## src/rtl/matrix_result_streamer.sv

```systemverilog
// Matrix result streamer: captures a flat result matrix into a shadow
// register on start and streams it out one element per valid/ready
// handshake, with a one-cycle done pulse after the final element.
module matrix_result_streamer #(
  parameter int ELEM_W = 8,
  parameter int N_ELEM = 25
) (
  input  logic                       clk,
  input  logic                       reset,
  input  logic                       start,
  input  logic [ELEM_W*N_ELEM-1:0]   MatIn,
  input  logic                       OverflowIn,
  output logic [ELEM_W-1:0]          out_data,
  output logic [4:0]                 out_index,
  output logic                       out_valid,
  input  logic                       out_ready,
  output logic                       out_last,
  output logic                       busy,
  output logic                       done,
  output logic                       overflow
);

  typedef enum logic [0:0] {
    IDLE = 1'b0,
    SEND = 1'b1
  } state_t;

  localparam logic [4:0] LAST_IDX = 5'(N_ELEM - 1);

  state_t                     stateR;
  logic [ELEM_W*N_ELEM-1:0]   shadowR;
  logic [4:0]                 indexR;
  logic [ELEM_W-1:0]          dataR;
  logic                       validR;
  logic                       lastR;
  logic                       busyR;
  logic                       doneR;
  logic                       overflowR;

  logic [4:0]                 nextIdx;
  logic [4:0]                 selIdx;
  logic [ELEM_W-1:0]          nextElem;

  // Pick the element that follows the current one; the select is clamped on
  // the last element so the part-select never leaves the shadow register.
  always_comb begin
    nextIdx = indexR + 5'd1;
    if (indexR == LAST_IDX) begin
      selIdx = indexR;
    end else begin
      selIdx = nextIdx;
    end
    nextElem = shadowR[ELEM_W*int'(selIdx) +: ELEM_W];
  end

  // Capture/stream state machine; every output is a register so the
  // handshake outputs hold exactly while the consumer stalls.
  always_ff @(posedge clk) begin
    if (reset) begin
      stateR    <= IDLE;
      shadowR   <= '0;
      indexR    <= 5'd0;
      dataR     <= '0;
      validR    <= 1'b0;
      lastR     <= 1'b0;
      busyR     <= 1'b0;
      doneR     <= 1'b0;
      overflowR <= 1'b0;
    end else begin
      doneR <= 1'b0;
      case (stateR)
        IDLE: begin
          if (start) begin
            shadowR   <= MatIn;
            overflowR <= OverflowIn;
            indexR    <= 5'd0;
            dataR     <= MatIn[ELEM_W-1:0];
            validR    <= 1'b1;
            lastR     <= (LAST_IDX == 5'd0);
            busyR     <= 1'b1;
            stateR    <= SEND;
          end else begin
            validR <= 1'b0;
            lastR  <= 1'b0;
            busyR  <= 1'b0;
          end
        end
        SEND: begin
          if (out_ready) begin
            if (indexR == LAST_IDX) begin
              validR <= 1'b0;
              lastR  <= 1'b0;
              busyR  <= 1'b0;
              doneR  <= 1'b1;
              stateR <= IDLE;
            end else begin
              indexR <= nextIdx;
              dataR  <= nextElem;
              lastR  <= (nextIdx == LAST_IDX);
            end
          end else begin
            indexR <= indexR;
          end
        end
        default: begin
          validR <= 1'b0;
          lastR  <= 1'b0;
          busyR  <= 1'b0;
          stateR <= IDLE;
        end
      endcase
    end
  end

  assign out_data  = dataR;
  assign out_index = indexR;
  assign out_valid = validR;
  assign out_last  = lastR;
  assign busy      = busyR;
  assign done      = doneR;
  assign overflow  = overflowR;

endmodule
```

## config.mk

```make
export PLATFORM = sky130hd
export DESIGN_NAME = matrix_result_streamer
export DESIGN_NICKNAME = d
export VERILOG_FILES = /design/src/rtl/matrix_result_streamer.sv
export SDC_FILE = /design/constraint.sdc
export NUM_CORES = 1
export LEC_CHECK = 0
export ABC_AREA = 1
export BUFFER_PORTS_ARGS = -buffer_cell sky130_fd_sc_hd__buf_4
export CORE_MARGIN = 3
export CORE_UTILIZATION = 59
export DETAILED_ROUTE_END_ITERATION = 10
export HOLD_SLACK_MARGIN = 0.06
export PLACE_DENSITY = 0.91
export SLEW_MARGIN = 30
export SYNTH_ARGS = -nofsm -noshare
export SYNTH_HDL_FRONTEND = slang
export SYNTH_SLANG_ARGS = --single-unit
```

## constraint.sdc

```tcl
create_clock -name clk -period 3.4 [get_ports clk]
set_input_delay 0.68 -clock clk [delete_from_list [all_inputs] [get_ports clk]]
set_output_delay 0.68 -clock clk [all_outputs]
set_load 0.1 [all_outputs]
```

==> results.yml <==
flow_run:
  cap_viol_max_count: 0
setup_path:
  worst_r2r_endpoint: "out_data[2]"
  cp-startpoint: "out_index[0]"
  reg2reg_from: "out_index[0]"
  cp.required_ns: 3.79
  crit_top_cell: "nand3_1"
  worstPathArrival_ns: 3.16
  cpMaxStageDelayCell: "buf_4"
  end_kind: "register"
  critPathTopFamily: "simple AND/OR/NAND/NOR gates"
  r2r_cells: 14
  startpoint_type: "register"
  path_class: "reg2reg"
  cpPeakStageDelay_ns: 0.66
  critPathBufInv: 3
  crit_path_cell_trace: "inv_2 -> ha_2 -> nand2_1 -> clkinv_1 -> nand2_2 -> nand2_4 -> buf_4 -> nand3_1 -> nand3_1 -> nand3_1 -> nand3_1 -> nand3_1 -> nand2_1 -> a21oi_1"
  reg2reg_slack_ns: 0.63
  cp_max_fo: 88
pwr:
  powerDensity_nw_per_um2: 531
  vdd_drop_max_mv: 0.482
  p_leak_nw: 5.55
  p_total_mw: 6.59
clock_tree:
  h-tree-depth: 1
  clock_latency_ns: 0.51
  cts.clk_slew.worst_paths_ns: 0.07
  cts_tree: "done"
  post_cts_buffers: 0
  post_cts_resized: 0
  cts.sinks: 218
  root_buffer: "clkbuf_16"
  cts_buffers: 22
  ctsHoldBuffers: 0
  clock_path_buffers: 3
global_route:
  grt_pass1_vias: 9449
  track_usage_pct: 31.9
  grt_max_degree: 130
  grt_overflow: 0
  grt_pass1_wl_microns: 47600
  antenna_found_initial: 0
timing:
  min_period_ns: 2.77
  grt_setup_unrepaired: "false"
  fin_crit_sh_pct: 81.3
  fin_tns_setup_ns: 0
  finalSetupViolCount: 0
  slew_viol_final: 0
  fin_skew_ns: 0.0169
  relSlewSlack_pct: 38.6
  worst_pin_slew_ns: 0.920
  fin_ws_ns: 0.635
  fmax_mhz: 362
  finalHoldViolations: 0
place:
  place_congestion: 0.891
  place_hpwl_microns: 20800
  io_buffers: 222
  dp_slack_ns: 0.776
  placed_cell_area_sq_um: 11600
  post-place-cells: 1760
yosys:
  syn-cell-area_sq_um: 9930
  yosysWarnings: 0
  netlist_instances: 1417
  syn_avg_cell_area_sq_um: 7.01
  ys_seq_elements: 218
  yosys-top-cells-area: "dfxtp_1, nand3_1, a21oi_1"
  synth_top_area_cell: "dfxtp_1"
  seq_area_frac_synth_pct: 44.0
  synth_nets: 1625
  synth_cell_types: 26
  netlist.area_leader.share_pct: 44.0
layout:
  mostFrequentLayoutCell: "nand3_1"
  layout_common_cells: "nand3_1, buf_4, a21oi_1, dfxtp_1, o21ai_0"
  fill_cells: 1220
  final_nets: 1776
  drive_gt1_share_pct: 18.8
  final_area_sq_um: 12400
  syn2layout_area_growth_pct: 25.1
  fin_cells: 1801
routing:
  drtPass1Iterations: 5
  ant_nets: 0
  vias_per_cell: 5.75
  drc: 0
  vias: 10400
  routedWlPerCell_microns: 17.1
  drt_wl_total_microns: 30800
  first_iter_violations: 1444
hold_path:
  min_to: "stateR"
  whs_path_depth: 2
  hold_start: "reset"
  hp-class: "in2reg"
floorplan:
  dieArea_sq_um: 18400
  core_sq_um: 16200
  num_rows: 46
  start_util_pct: 61.4
  die-height_microns: 136
  dieWidth_microns: 136
  ios: 223
status:
  status: "complete, no violations"
==> stage by stage <==
| stage | hold WS (ns) | util, % |
|---|---|---|
| after global routing | 0.407 | 76.8 |
| final | 0.401 | 76.8 |
| after CTS | 0.401 | 76.8 |
| after global placement | 0.438 | 71.9 |
| after floorplan | 0.424 | - |
| after detailed placement | 0.446 | 71.9 |
==> synthesized netlist by cell type <==
master      n
clkbuf_1   83
nand3_2     2
nand2_4     2
ha_1        3
buf_6       4
nand2_2     1
o21ai_1     3
a21oi_1   219
o32ai_1     2
nor3_1      1
o21ai_0   211
a31oi_1     5
nor2_1     28
inv_2       6
nand2_1   122
inv_1     201
buf_2      16
clkinv_1    3
dfxtp_1   218
xor2_1      2
nand3_1   267
buf_4       4
nor2_4      2
xnor2_1     1
nand3b_1    3
buf_1       8
==> registers in the layout (all words and copies together) (netlist names) <==
| register | cells |
|---|---|
| out_last | 1 |
| done | 1 |
| shadowR | 200 |
| out_data | 8 |
| stateR | 1 |
| overflow | 1 |
| out_index | 5 |
| busy | 1 |
==> routing by layer <==
| metal | up-vias | global-route usage, % | routed length, microns | part of all wire (%) |
|---|---|---|---|---|
| met5 | - | 0 | 0 | 0 |
| met4 | 0 | 10.0 | 901 | 2.9 |
| met3 | 72 | 6.72 | 3320 | 11 |
| met2 | 567 | 51.0 | 14100 | 46 |
| met1 | 4730 | 43.6 | 12500 | 41 |
| li1 | 4985 | - | - | - |
==> worst max path at each step <==
stage	end	cells after the start
3_3_place_gp	out_data[5]	14
5_1_grt	out_data[2]	14
4_1_cts	out_data[2]	14
6_report	out_data[2]	14
3_5_place_dp	out_data[5]	14
2_1_floorplan	out_data[7]	15
==> power by group <==
part           switching [mW]  internal [mW]  total [mW]
clock network            1.01           1.59        2.60
registers              0.0660           2.77        2.83
logic                   0.724          0.429        1.15
total                    1.81           4.78        6.59
==> cell families after synthesis <==
| family | after synthesis | synth area share, % |
|---|---|---|
| AND/OR/NAND/NOR | 428 | 20.1 |
| buffers and inverters | 325 | 12.9 |
| adder cells (fa/ha/maj) | 3 | 0.378 |
| AO/OA/AOI/OAI | 440 | 22.3 |
| XOR/XNOR | 3 | 0.265 |
| flip-flops | 218 | 44.0 |
==> layout make-up <==
class | count | area (sq um) | area share, %
Tap cell | 216 | 270 | 2.18
Multi-Input combinational cell | 874 | 4300 | 34.6
Antenna cell | 2 | 5.00 | 0.0403
Clock buffer | 30 | 662 | 5.33
Inverter | 210 | 791 | 6.37
Timing Repair Buffer | 242 | 1900 | 15.3
Clock inverter | 9 | 126 | 1.02
Sequential cell | 218 | 4360 | 35.1
Power figures use the tool's default switching activity.
